**src/rtl/apb_pwm_hbridge.sv**
```systemverilog
// APB3 slave driving NUM_CH period-shadowed PWM channels into H-bridge leg pairs,
// with dead time on direction change, brake/coast control and sticky wrap flags.
module apb_pwm_hbridge #(
    parameter int unsigned NUM_CH   = 2,
    parameter int unsigned CNT_W    = 16,
    parameter int unsigned DEAD_CYC = 4
) (
    input  logic                PCLK,
    input  logic                PRESET,
    input  logic                PSEL,
    input  logic                PENABLE,
    input  logic                PWRITE,
    input  logic [7:0]          PADDR,
    input  logic [31:0]         PWDATA,
    output logic [31:0]         PRDATA,
    output logic                PREADY,
    output logic                PSLVERR,
    output logic [NUM_CH-1:0]   PWM,
    output logic [2*NUM_CH-1:0] H_IN
);
    logic                gen_q, gen_d;
    logic [NUM_CH-1:0]   status_q, status_d;
    logic [NUM_CH-1:0]   cen_q, cen_d, dir_q, dir_d, brk_q, brk_d;
    logic [NUM_CH-1:0]   dir_sh_q, dir_sh_d, run_p_q, run_p_d, pwm_q, pwm_d;
    logic [2*NUM_CH-1:0] hin_q, hin_d;
    logic [CNT_W-1:0]    per_q [NUM_CH];
    logic [CNT_W-1:0]    per_d [NUM_CH];
    logic [CNT_W-1:0]    duty_q [NUM_CH];
    logic [CNT_W-1:0]    duty_d [NUM_CH];
    logic [CNT_W-1:0]    per_sh_q [NUM_CH];
    logic [CNT_W-1:0]    per_sh_d [NUM_CH];
    logic [CNT_W-1:0]    duty_sh_q [NUM_CH];
    logic [CNT_W-1:0]    duty_sh_d [NUM_CH];
    logic [CNT_W-1:0]    cnt_q [NUM_CH];
    logic [CNT_W-1:0]    cnt_d [NUM_CH];
    logic [7:0]          dc_q [NUM_CH];
    logic [7:0]          dc_d [NUM_CH];

    logic [NUM_CH-1:0]   ch_hit, run_v, first_v, wrap_v, load_v;
    logic                acc, mapped, wr, wr_stat;
    logic                unused_bits;

    assign PREADY      = 1'b1;
    assign PWM         = pwm_q;
    assign H_IN        = hin_q;
    assign unused_bits = ^{PADDR[1:0], PWDATA};

    always_comb begin
        acc    = PSEL & PENABLE;
        ch_hit = '0;
        for (int unsigned c = 0; c < NUM_CH; c++)
            ch_hit[c] = (PADDR[7:4] == 4'(c + 1)) && (PADDR[3:2] != 2'd3);
        mapped  = (PADDR[7:2] == 6'd0) || (PADDR[7:2] == 6'd1) || (|ch_hit);
        wr      = acc & PWRITE & mapped;
        wr_stat = wr & (PADDR[7:2] == 6'd1);
        PSLVERR = acc & ~mapped;
        PRDATA  = '0;
        if (PADDR[7:2] == 6'd0)
            PRDATA = {16'd0, 8'(NUM_CH), 7'd0, gen_q};
        else if (PADDR[7:2] == 6'd1)
            PRDATA = 32'(status_q);
        for (int unsigned c = 0; c < NUM_CH; c++) begin
            if (ch_hit[c]) begin
                case (PADDR[3:2])
                    2'd0:    PRDATA = 32'(per_q[c]);
                    2'd1:    PRDATA = 32'(duty_q[c]);
                    2'd2:    PRDATA = {29'd0, brk_q[c], dir_q[c], cen_q[c]};
                    default: PRDATA = '0;
                endcase
            end
        end
    end

    always_comb begin
        gen_d    = gen_q;
        status_d = status_q;
        cen_d    = cen_q;
        dir_d    = dir_q;
        brk_d    = brk_q;
        dir_sh_d = dir_sh_q;
        run_p_d  = '0;
        pwm_d    = '0;
        hin_d    = '0;
        run_v    = '0;
        first_v  = '0;
        wrap_v   = '0;
        load_v   = '0;
        if (wr && PADDR[7:2] == 6'd0)
            gen_d = PWDATA[0];
        for (int unsigned c = 0; c < NUM_CH; c++) begin
            per_d[c]     = per_q[c];
            duty_d[c]    = duty_q[c];
            per_sh_d[c]  = per_sh_q[c];
            duty_sh_d[c] = duty_sh_q[c];
            cnt_d[c]     = '0;
            dc_d[c]      = '0;
            if (wr && ch_hit[c]) begin
                case (PADDR[3:2])
                    2'd0: per_d[c] = PWDATA[CNT_W-1:0];
                    2'd1: duty_d[c] = PWDATA[CNT_W-1:0];
                    2'd2: begin
                        cen_d[c] = PWDATA[0];
                        dir_d[c] = PWDATA[1];
                        brk_d[c] = PWDATA[2];
                    end
                    default: ;
                endcase
            end
            run_v[c]   = gen_q & cen_q[c];
            first_v[c] = run_v[c] & ~run_p_q[c];
            wrap_v[c]  = run_v[c] & run_p_q[c] & (cnt_q[c] == per_sh_q[c]);
            load_v[c]  = first_v[c] | wrap_v[c];
            run_p_d[c] = run_v[c];
            if (load_v[c]) begin
                per_sh_d[c]  = per_q[c];
                duty_sh_d[c] = duty_q[c];
                dir_sh_d[c]  = dir_q[c];
            end
            if (run_v[c] && !load_v[c])
                cnt_d[c] = cnt_q[c] + CNT_W'(1);
            // Shadows are still stale on the load cycle, so the first compare is held off.
            pwm_d[c] = run_v[c] & ~first_v[c] & (cnt_q[c] < duty_sh_q[c]);
            if (run_v[c]) begin
                if (load_v[c] && (dir_q[c] != dir_sh_q[c]))
                    dc_d[c] = 8'(DEAD_CYC);
                else if (dc_q[c] != 8'd0)
                    dc_d[c] = dc_q[c] - 8'd1;
            end
            if (!run_v[c])
                hin_d[2*c +: 2] = 2'b00;
            else if (brk_q[c])
                hin_d[2*c +: 2] = 2'b11;
            else if (dc_q[c] != 8'd0)
                hin_d[2*c +: 2] = 2'b00;
            else if (!dir_sh_q[c])
                hin_d[2*c +: 2] = {1'b0, pwm_d[c]};
            else
                hin_d[2*c +: 2] = {pwm_d[c], 1'b0};
            status_d[c] = (status_q[c] & ~(wr_stat & PWDATA[c])) | wrap_v[c];
        end
    end

    always_ff @(posedge PCLK) begin
        if (PRESET) begin
            gen_q    <= '0;
            status_q <= '0;
            cen_q    <= '0;
            dir_q    <= '0;
            brk_q    <= '0;
            dir_sh_q <= '0;
            run_p_q  <= '0;
            pwm_q    <= '0;
            hin_q    <= '0;
            for (int unsigned c = 0; c < NUM_CH; c++) begin
                per_q[c]     <= '0;
                duty_q[c]    <= '0;
                per_sh_q[c]  <= '0;
                duty_sh_q[c] <= '0;
                cnt_q[c]     <= '0;
                dc_q[c]      <= '0;
            end
        end else begin
            gen_q    <= gen_d;
            status_q <= status_d;
            cen_q    <= cen_d;
            dir_q    <= dir_d;
            brk_q    <= brk_d;
            dir_sh_q <= dir_sh_d;
            run_p_q  <= run_p_d;
            pwm_q    <= pwm_d;
            hin_q    <= hin_d;
            for (int unsigned c = 0; c < NUM_CH; c++) begin
                per_q[c]     <= per_d[c];
                duty_q[c]    <= duty_d[c];
                per_sh_q[c]  <= per_sh_d[c];
                duty_sh_q[c] <= duty_sh_d[c];
                cnt_q[c]     <= cnt_d[c];
                dc_q[c]      <= dc_d[c];
            end
        end
    end
endmodule
```
**config.mk**
```make
export PLATFORM = sky130hd
export DESIGN_NAME = apb_pwm_hbridge
export DESIGN_NICKNAME = d
export VERILOG_FILES = /design/src/rtl/apb_pwm_hbridge.sv
export SDC_FILE = /design/constraint.sdc
export NUM_CORES = 1
export LEC_CHECK = 0
export ABC_AREA = 1
export CAP_MARGIN = 10
export CORE_MARGIN = 5
export CORE_UTILIZATION = 40
export DETAILED_ROUTE_END_ITERATION = 16
export SLEW_MARGIN = 10
export SYNTH_ARGS = -nofsm -noshare
export SYNTH_HDL_FRONTEND = slang
export SYNTH_SLANG_ARGS = --single-unit
```
**constraint.sdc**
```tcl
create_clock -name PCLK -period 1.8 [get_ports PCLK]
set_input_delay 0.27 -clock PCLK [delete_from_list [all_inputs] [get_ports PCLK]]
set_output_delay 0.27 -clock PCLK [all_outputs]
set_load 0.02 [all_outputs]
```
==> flow_metrics.env <==
export IMPL_vias_per_cell=4.66
export IMPL_power_density_nw_per_um2=703
export IMPL_finalNonFillerCells=1942
export IMPL_synth_yosys_seq_area_share_pct=38.1
export IMPL_cpMaxStageDelayCell="dlygate4sd2_1"
export IMPL_critPathMaxFanout=6
export IMPL_path_common_cell="buf_4"
export IMPL_grt_pass1_wl_um=42800
export IMPL_initialDrtViolationCount=496
export IMPL_groute_usage_overall_pct=18.1
export IMPL_gp_congestion=0.847
export IMPL_final_util_pct=48.3
export IMPL_die_area_um2=28900
export IMPL_fin_nets=1681
export IMPL_synth_top_cell_by_area="dfxtp_1"
export IMPL_drive_gt1_share_pct=12.9
export IMPL_dp_hpwl_um=18700
export IMPL_cts_htree_levels=4
export IMPL_cts_root_buf="clkbuf_16"
export IMPL_hp_start="dc_q[0][8]"
export IMPL_clkTransAtPathRegs_ns=0.07
export IMPL_dr_pass1_iters=5
export IMPL_grt_max_degree=41
export IMPL_numCtsBuffers=17
export IMPL_final_common_cell="nand2_1"
export IMPL_grt_pass1_vias=8561
export IMPL_cts_tree="yes"
export IMPL_cap_violations=0
export IMPL_ir_drop_uv=643
export IMPL_yosysUniqueCellTypes=38
export IMPL_port_buffers=49
export IMPL_die_w_um=170
export IMPL_start_util_pct=40.7
export IMPL_rr_worst_depth=9
export IMPL_clock_latency_ns=0.43
export IMPL_cp_start_kind="input pin"
export IMPL_netlist_area_um2=10200
export IMPL_period_share_pct=98.0
export IMPL_setup_violations=0
export IMPL_synth_ff_type="dfxtp_1"
export IMPL_path_class="in -> out"
export IMPL_cp_arrival_ns=1.49
export IMPL_ys_seq_elements=195
export IMPL_final_max_slew_viol_count=0
export IMPL_clock_sinks=195
export IMPL_syn_inst=1514
export IMPL_finalInstanceArea_um2=12200
export IMPL_crit_chain="dlygate4sd2_1, nor2_4, inv_4, nor2_8, buf_4, a22o_1, buf_4"
export IMPL_dp_cells=1901
export IMPL_yosysWarnings=0
export IMPL_critPathMaxStageDelay_ns=0.25
export IMPL_diodes=0
export IMPL_hold_violations=0
export IMPL_core_area_um2=25200
export IMPL_vias=9056
export IMPL_ant_nets=0
export IMPL_ys_async_sr_fraction_pct=0
export IMPL_fillers=2539
export IMPL_cts_path_max_buffers=2
export IMPL_area_growth_pct=18.8
export IMPL_status="finished, final reports clean"
export IMPL_overflow=0
export IMPL_fin_crit_ns=1.76
export IMPL_synth_top_area_share_pct=38.1
export IMPL_synth_edff_count=0
export IMPL_rrSetupSlack_ns=0.13
export IMPL_hold_slack_ns=0.415
export IMPL_cts_hold_buf=0
export IMPL_wl_um=25800
export IMPL_hold_path_end="dc_q[0][8]"
export IMPL_hold_path_class="reg -> reg"
export IMPL_die_y_um=170
export IMPL_finalClockSkew_ns=0.0124
export IMPL_leakage_nw=6.12
export IMPL_grt_antenna_before_repair=0
export IMPL_drc=0
export IMPL_power_mw=8.56
export IMPL_r2r_end="per_sh_q[0][26]"
export IMPL_required_ns=1.53
export IMPL_whs_path_depth=1
export IMPL_wl_per_cell_um=13.3
export IMPL_ios=85
export IMPL_post_dp_cell_area_um2=11400
export IMPL_endpoint_kind="output port"
export IMPL_synth_area_leaders="dfxtp_1 38%, nor2_1 13%, nand2_1 13%, inv_1 6.9%, ha_1 4.4%"
export IMPL_layout_common_cells="356 x nand2_1, 354 x nor2_1, 189 x inv_1, 180 x dfxtp_1, 79 x nand3_1"
export IMPL_row_count=58
export IMPL_fmax_mhz=567
export IMPL_reg2reg_from="cnt_q[0][24]"
export IMPL_avgSynthCellArea_um2=6.77
==> report_power, final <==
group | leakage, nW | total, mW | internal (mW) | switching, mW
Clock | 0.279 | 3.89 | 2.11 | 1.77
Combinational | 4.26 | 0.362 | 0.134 | 0.227
Sequential | 1.58 | 4.31 | 4.31 | 0.000380
Total | 6.12 | 8.56 | 6.55 | 2.00
==> flip-flops by register name, summed over array words and instances, names as in the netlist <==
name	count
PWM	2
brk_q	2
duty_q	32
status_q	2
gen_q	1
dir_sh_q	2
cen_q	2
dc_q	16
cnt_q	32
per_sh_q	32
per_q	32
run_p_q	2
H_IN	4
dir_q	2
duty_sh_q	32
==> area by class of cell <==
cell class	count	area [um^2]	share of cell area (%)
Inverter	204	781	6.41
Clock buffer	19	443	3.64
Timing Repair Buffer	125	1210	9.94
Clock inverter	12	146	1.20
Multi-Input combinational cell	1057	5250	43.2
Sequential cell	195	3930	32.3
Tap cell	330	413	3.39
==> layer usage <==
layer	global-route usage (%)	wire, um	up-vias
met5	0	0	-
met4	3.65	335	0
met3	3.48	1130	20
met2	28.4	11400	151
met1	25.9	13000	4089
li1	-	-	4796
==> stage by stage <==
step | setup TNS, ns | setup slack (ns)
detailed placement | -39.65 | -0.749
global route | -0.0875 | -0.0194
finish | 0 | 0.0366
floorplan | 0 | 0.267
global placement | -39.21 | -0.721
CTS | -0.000813 | -0.000813
==> worst max-delay path by stage <==
stage / start / end / slack [ns]
6_report: PADDR[7] / PRDATA[4] / 0.04
5_1_grt: cnt_q[0][22] / dc_q[0][15] / -0.02
4_1_cts: gen_q / per_sh_q[0][8] / -0.0008
3_5_place_dp: PADDR[2] / PRDATA[4] / -0.75
3_3_place_gp: PADDR[2] / PRDATA[4] / -0.72
2_1_floorplan: PADDR[7] / PRDATA[10] / 0.27
==> logic make-up after synthesis <==
family / synth area share (%)
simple gates: 36.2
buf+inv: 12.4
flops: 38.1
compound gates: 5.07
xor+xnor: 3.76
fa+ha+maj: 4.39
other cells: 0.0733
==> synthesized netlist by cell type (2+ instances only) <==
master / number
nor2_1: 362
nand2_1: 358
dfxtp_1: 195
inv_1: 189
nand3_1: 80
ha_1: 36
xor2_1: 33
o22ai_1: 30
a21oi_1: 29
buf_4: 22
clkbuf_1: 22
buf_6: 16
buf_2: 14
nand4_1: 13
nor2_2: 13
a22o_1: 12
inv_2: 12
nor3_1: 12
xnor2_1: 11
nand3b_1: 7
o21ai_0: 6
nand2_2: 5
nand3_2: 5
nor4_1: 5
nand4_4: 4
o221ai_1: 3
conb_1: 2
inv_4: 2
nand2_4: 2
nor2_4: 2
nor2_8: 2
nor3b_1: 2
o21bai_1: 2
or2_2: 2
==> worst max-delay path, delay by kind of cell <==
| kind | cells | cell delay [ns] |
|---|---|---|
| AO/OA/AOI/OAI | 1 | 0.22 |
| buffers and inverters | 4 | 0.65 |
| AND/OR/NAND/NOR | 2 | 0.34 |
==> timing repair <==
action	4_1_cts	5_1_grt
setup buffers	6	1
setup endpoints to repair	35	129
gates resized for setup	100	43
pin swaps	9	9
gates cloned	2	1
No activity file was read; power rests on OpenSTA's default activity.
